File: src/rtl/serial_pattern_pkg.sv
// Shared state encodings and parameter defaults for the serial pattern transmitter.
// The state codes double as the LEDR[2:0] status display.
package serial_pattern_pkg;

   typedef enum logic [2:0] {
      IDLE  = 3'b000,
      SHIFT = 3'b001,
      DONE  = 3'b010
   } state_e;

   localparam int WIDTH_DEF = 8;
   localparam int LEN_W_DEF = 4;
   localparam int REP_W_DEF = 4;

endpackage

File: src/rtl/pattern_shift_reg.sv
// Holds the latched pattern and the down-counting bit index; wraps back to the
// top bit on a shift from bit 0 so consecutive passes run without a gap.
module pattern_shift_reg #(
   parameter int WIDTH = 8,
   parameter int LEN_W = 4
) (
   input  logic             clk,
   input  logic             reset,
   input  logic             load,
   input  logic             shift,
   input  logic [WIDTH-1:0] pattern,
   input  logic [LEN_W-1:0] length,
   output logic             bit_nxt,
   output logic             last
);

   localparam int IDX_W = (WIDTH > 1) ? $clog2(WIDTH) : 1;

   logic [WIDTH-1:0] pat_q, pat_d;
   logic [IDX_W-1:0] top_q, top_d;
   logic [IDX_W-1:0] idx_q, idx_d;

   assign last = (idx_q == '0);

   always_comb begin
      pat_d = pat_q;
      top_d = top_q;
      idx_d = idx_q;
      if (load) begin
         // length is already clamped to 1..WIDTH by the caller
         pat_d = pattern;
         top_d = IDX_W'(length - LEN_W'(1));
         idx_d = IDX_W'(length - LEN_W'(1));
      end else if (shift) begin
         idx_d = last ? top_q : idx_q - IDX_W'(1);
      end
   end

   // Bit that will be current after this edge, so the caller can register it.
   assign bit_nxt = pat_d[idx_d];

   always_ff @(posedge clk or posedge reset) begin
      if (reset) begin
         pat_q <= '0;
         top_q <= '0;
         idx_q <= '0;
      end else begin
         pat_q <= pat_d;
         top_q <= top_d;
         idx_q <= idx_d;
      end
   end

endmodule

File: src/rtl/serial_pattern_tx.sv
// Serial bit-pattern transmitter: shifts a latched pattern out MSB-first for a
// number of passes, one bit per bit_en tick, with registered Moore outputs.
module serial_pattern_tx
   import serial_pattern_pkg::*;
#(
   parameter int WIDTH = WIDTH_DEF,
   parameter int LEN_W = LEN_W_DEF,
   parameter int REP_W = REP_W_DEF
) (
   input  logic             clk,
   input  logic             reset,
   input  logic             start,
   input  logic [WIDTH-1:0] pattern,
   input  logic [LEN_W-1:0] length,
   input  logic [REP_W-1:0] passes,
   input  logic             bit_en,
   output logic             out,
   output logic             valid,
   output logic             busy,
   output logic             done,
   output logic [8:0]       LEDR
);

   state_e           state_q, state_d;
   logic [REP_W-1:0] pass_q, pass_d;
   logic             out_q, out_d;
   logic             valid_q, valid_d;
   logic             busy_q, busy_d;
   logic             done_q, done_d;
   logic [LEN_W-1:0] len_c;
   logic             load, shift, bit_nxt, last;

   assign len_c = (length > LEN_W'(WIDTH)) ? LEN_W'(WIDTH) : length;

   pattern_shift_reg #(
      .WIDTH (WIDTH),
      .LEN_W (LEN_W)
   ) u_sr (
      .clk     (clk),
      .reset   (reset),
      .load    (load),
      .shift   (shift),
      .pattern (pattern),
      .length  (len_c),
      .bit_nxt (bit_nxt),
      .last    (last)
   );

   // pass_q counts the passes still to run after the current one.
   always_comb begin
      state_d = state_q;
      pass_d  = pass_q;
      load    = 1'b0;
      shift   = 1'b0;
      case (state_q)
         IDLE: begin
            if (start) begin
               if (len_c != '0 && passes != '0) begin
                  load    = 1'b1;
                  pass_d  = passes - REP_W'(1);
                  state_d = SHIFT;
               end else begin
                  state_d = DONE;
               end
            end
         end
         SHIFT: begin
            if (bit_en) begin
               if (last && pass_q == '0) begin
                  state_d = DONE;
               end else begin
                  shift = 1'b1;
                  if (last) pass_d = pass_q - REP_W'(1);
               end
            end
         end
         DONE:    state_d = IDLE;
         default: state_d = IDLE;
      endcase

      out_d   = (state_d == SHIFT) ? bit_nxt : 1'b0;
      valid_d = (state_d == SHIFT);
      busy_d  = (state_d != IDLE);
      done_d  = (state_d == DONE);
   end

   always_ff @(posedge clk or posedge reset) begin
      if (reset) begin
         state_q <= IDLE;
         pass_q  <= '0;
         out_q   <= 1'b0;
         valid_q <= 1'b0;
         busy_q  <= 1'b0;
         done_q  <= 1'b0;
      end else begin
         state_q <= state_d;
         pass_q  <= pass_d;
         out_q   <= out_d;
         valid_q <= valid_d;
         busy_q  <= busy_d;
         done_q  <= done_d;
      end
   end

   assign out   = out_q;
   assign valid = valid_q;
   assign busy  = busy_q;
   assign done  = done_q;
   assign LEDR  = {4'b0000, valid_q, out_q, state_q};

endmodule

File: config.mk
export PLATFORM = sky130hd
export DESIGN_NAME = serial_pattern_tx
export DESIGN_NICKNAME = d
export VERILOG_FILES = /design/src/rtl/serial_pattern_pkg.sv /design/src/rtl/pattern_shift_reg.sv /design/src/rtl/serial_pattern_tx.sv
export SDC_FILE = /design/constraint.sdc
export NUM_CORES = 1
export LEC_CHECK = 0
export BUFFER_PORTS_ARGS = -buffer_cell sky130_fd_sc_hd__buf_4
export CAP_MARGIN = 10
export CORE_ASPECT_RATIO = 1.2
export CORE_MARGIN = 2
export CORE_UTILIZATION = 40
export CTS_CLUSTER_SIZE = 30
export DETAILED_ROUTE_END_ITERATION = 12
export GPL_ROUTABILITY_DRIVEN = 0
export PLACE_DENSITY = 0.73
export SETUP_SLACK_MARGIN = 0.02
export SLEW_MARGIN = 25
export SYNTH_ARGS = -nofsm -noshare
export SYNTH_HDL_FRONTEND = slang
export SYNTH_SLANG_ARGS = --single-unit
File: constraint.sdc
create_clock -name clk -period 2.29 [get_ports clk]
set_input_delay 0.229 -clock clk [delete_from_list [all_inputs] [get_ports clk]]
set_output_delay 0.229 -clock clk [all_outputs]
set_load 0.01 [all_outputs]
==> flow_summary.yaml <==
pwr:
  leakage_nw: 0.8419
  power_density_nw_per_um2: 816.5
  vdd_ir_drop_max_mv: 0.3232
timing:
  drv_slew: 0
  finalSetupTns_ns: 0
  maxClockFrequency_mhz: 469.8
  final-hold-violation-count: 0
  worst_slack_ns: 0.1613
  setup_viol: 0
  slew_at_the_pin_closest_to_its_max_slew_limit_ns: 0.4961
  min_period_over_period_pct: 92.96
  worst_clock_skew_ns: 0.001208
  finalCriticalPeriod_ns: 2.129
  slew_headroom_pct: 66.50
  setup_repair_after_global_routing_missed_its_margin: "false"
floorplanning:
  fp.dieH_um: 70.64
  initial_core_util_pct: 41.08
  chipWidth_um: 59.53
  die_area_sq_um: 4205
  rows: 24
  io_pins: 33
  core-area_sq_um: 3603
grt:
  grt_max_degree: 26
  grt_pass1_wl_um: 5119
  grt_pass1_vias: 1215
  antenna_found_initial: 0
  grt_overflow: 0
  globalRouteTotalUtil_pct: 15.30
drt:
  wire_per_inst_um: 13.32
  drt_first_pass_iters: 4
  route.detailed.drc: 0
  routed_wl_um: 2890
  vias: 1134
  via_density: 5.226
  met1_length_um: 1254
  drt-initial-drc-count: 27
  route.met3.wl_um: 109
  final_antenna_net_count: 0
  dr_wl_met2_um: 1494
  highest-signal-layer: "met4"
clocking:
  cts.sink_count: 25
  holdBufCountCts: 0
  worst_setup_hold_path_clk_slew_ns: 0.08
  cts_tree: "yes"
  cts-root-to-sink-buffers: 2
  cts_buffers: 3
  root_buffer: "sky130_fd_sc_hd__clkbuf_8"
  clk_latency_ns: 0.26
  ctsHtreeMaxLevel: 1
layout:
  post-route-util_pct: 49.86
  finalNetCount: 203
  layout.cells.most_common: "sky130_fd_sc_hd__buf_4"
  highest_count_cells_in_the_layout_ignoring_fill_and_taps: "sky130_fd_sc_hd__buf_4 (36), sky130_fd_sc_hd__dfrtp_1 (25), sky130_fd_sc_hd__nor2_1 (17)"
  post_route_cells_drive_above_1_share_pct: 31.46
  syn_to_final_growth_pct: 21.39
  nFillCells: 343
  insertedDiodeCount: 0
logic_synthesis:
  synth_enable_flop_cells: 0
  yosysTopAreaCell: "sky130_fd_sc_hd__dfrtp_1"
  synth_sequential_area_ratio_pct: 42.27
  synth.area.top_cells: "sky130_fd_sc_hd__dfrtp_1 (42%), sky130_fd_sc_hd__mux2i_1 (7.4%), sky130_fd_sc_hd__nor2_1 (4.3%)"
  ys_async_sr_fraction_pct: 100.0
  avgSynthCellArea_sq_um: 10.07
  mappedNetlistArea_sq_um: 1480
  ys_warn_count: 0
  post_synth_inst_count: 147
  synth.top_cell.area_share_pct: 42.27
  synth_top_flop_cell: "sky130_fd_sc_hd__dfrtp_1"
  post_synth_num_cell_types: 47
  ys_seq_elements: 25
worst_setup_path:
  critical_path_class: "reg -> reg"
  end_kind: "flip-flop"
  crit_path_max_fanout: 4
  timing.critical_path.arrival_ns: 2.28
  required_time_of_the_critical_path_ns: 2.44
  critPathLaunchType: "flip-flop"
hold_path:
  min-delay-path-class: "in -> async"
placed_design:
  pre_cts_ws_ns: -0.08352
  dp_hpwl_um: 2371
  buffer_ports.inserted: 28
status:
  outcome: "finished clean"
run:
  max_cap_violations: 0
-- final cells by class --
cell class              instances  area [sq um]  area share, %
well taps                      39         48.80          2.716
flip-flops and latches         25         625.6          34.82
repair buffers                 36         270.3          15.04
clock buffers                   3         41.29          2.298
multi-input cells             105         775.7          43.18
clock inverters                 1         5.005         0.2786
inverters                       8         30.03          1.671
-- power breakdown --
group / internal, mW / switching (mW) / total, mW
Combinational: 0.296 / 0.261 / 0.557
Sequential: 0.566 / 0.0861 / 0.653
Clock: 0.122 / 0.136 / 0.257
Total: 0.984 / 0.483 / 1.47
-- worst paths after layout --
kind / end / slack (ns) / startpoint / cells after the start
worst min register to register: u_sr.pat_q[1] / 0.50 / u_sr.pat_q[1] / 1
max in group asynchronous: pass_q[1] / 2.04 / reset / 3
worst max-delay path: out / 0.16 / pass_q[1] / 7
worst min-delay path: busy / 0.008 / reset / 3
min in group clk: u_sr.pat_q[1] / 0.19 / pattern[1] / 2
worst max register to register: out / 0.16 / pass_q[1] / 7
-- cell families (layout without fill, tap and decap cells) --
| family | Yosys count | after routing | share of synthesized area (%) |
|---|---|---|---|
| buffers and inverters | 21 | 48 | 7.692 |
| and+or+nand+nor | 45 | 45 | 16.48 |
| other | 1 | 5 | 0.2533 |
| DFF | 25 | 25 | 42.27 |
| adders and majority gates | 4 | 4 | 3.381 |
| muxes | 20 | 20 | 14.29 |
| AOI/OAI and AO/OA | 30 | 30 | 15.05 |
| xor gates and xnor gates | 1 | 1 | 0.5918 |
-- sequential cells by signal (all words and copies together) (netlist names) --
| name | count |
|---|---|
| state_q | 3 |
| done | 1 |
| u_sr.pat_q | 8 |
| busy | 1 |
| valid | 1 |
| u_sr.idx_q | 3 |
| out | 1 |
| pass_q | 4 |
| u_sr.top_q | 3 |
-- critical path: stages (launching register included) --
cell,delay [ns]
sky130_fd_sc_hd__dfrtp_1,0.41
sky130_fd_sc_hd__or4_4,0.60
sky130_fd_sc_hd__o21ai_4,0.19
sky130_fd_sc_hd__a211oi_1,0.07
sky130_fd_sc_hd__a211o_1,0.31
sky130_fd_sc_hd__and2_1,0.17
sky130_fd_sc_hd__a32oi_1,0.18
sky130_fd_sc_hd__o22ai_1,0.09
-- what timing repair did --
action	4_1_cts	5_1_grt
gates resized for setup	2	2
gates cloned	0	0
setup endpoints to repair	1	1
buffers inserted	0	2
pin swaps	0	0
-- metrics by stage --
stage               power (mW)  cell area (sq um)  instances  hold WS, ns
floorplan                1.047               1495        151       0.2563
global route             1.588               1797        217      0.03997
finish                   1.467               1797        217     0.008036
global placement         1.160               1715        211       0.3009
detailed placement       1.183               1715        211       0.3165
CTS                      1.454               1772        215      0.02239
-- Yosys cell counts, drive strengths merged, types with 2 or more instances --
| cell type | instances |
|---|---|
| a211oi | 3 |
| ha | 4 |
| nor2 | 18 |
| nor2b | 2 |
| buf | 10 |
| nand2 | 7 |
| mux2i | 11 |
| o41ai | 2 |
| or2 | 3 |
| a21oi | 7 |
| o21ai | 4 |
| inv | 8 |
| nand2b | 3 |
| and2 | 3 |
| mux2 | 9 |
| clkbuf | 3 |
| nand3 | 2 |
| dfrtp | 25 |
| nor3 | 2 |
| a21boi | 2 |
| o22ai | 2 |
-- routing by layer --
metal | GRT usage [%] | up-vias
li1 | - | 567
met1 | 18.45 | 533
met2 | 27.84 | 30
met3 | 2.194 | 4
met4 | 3.951 | 0
met5 | 0 | -
Note: power is estimated with default switching activity, not from simulation.
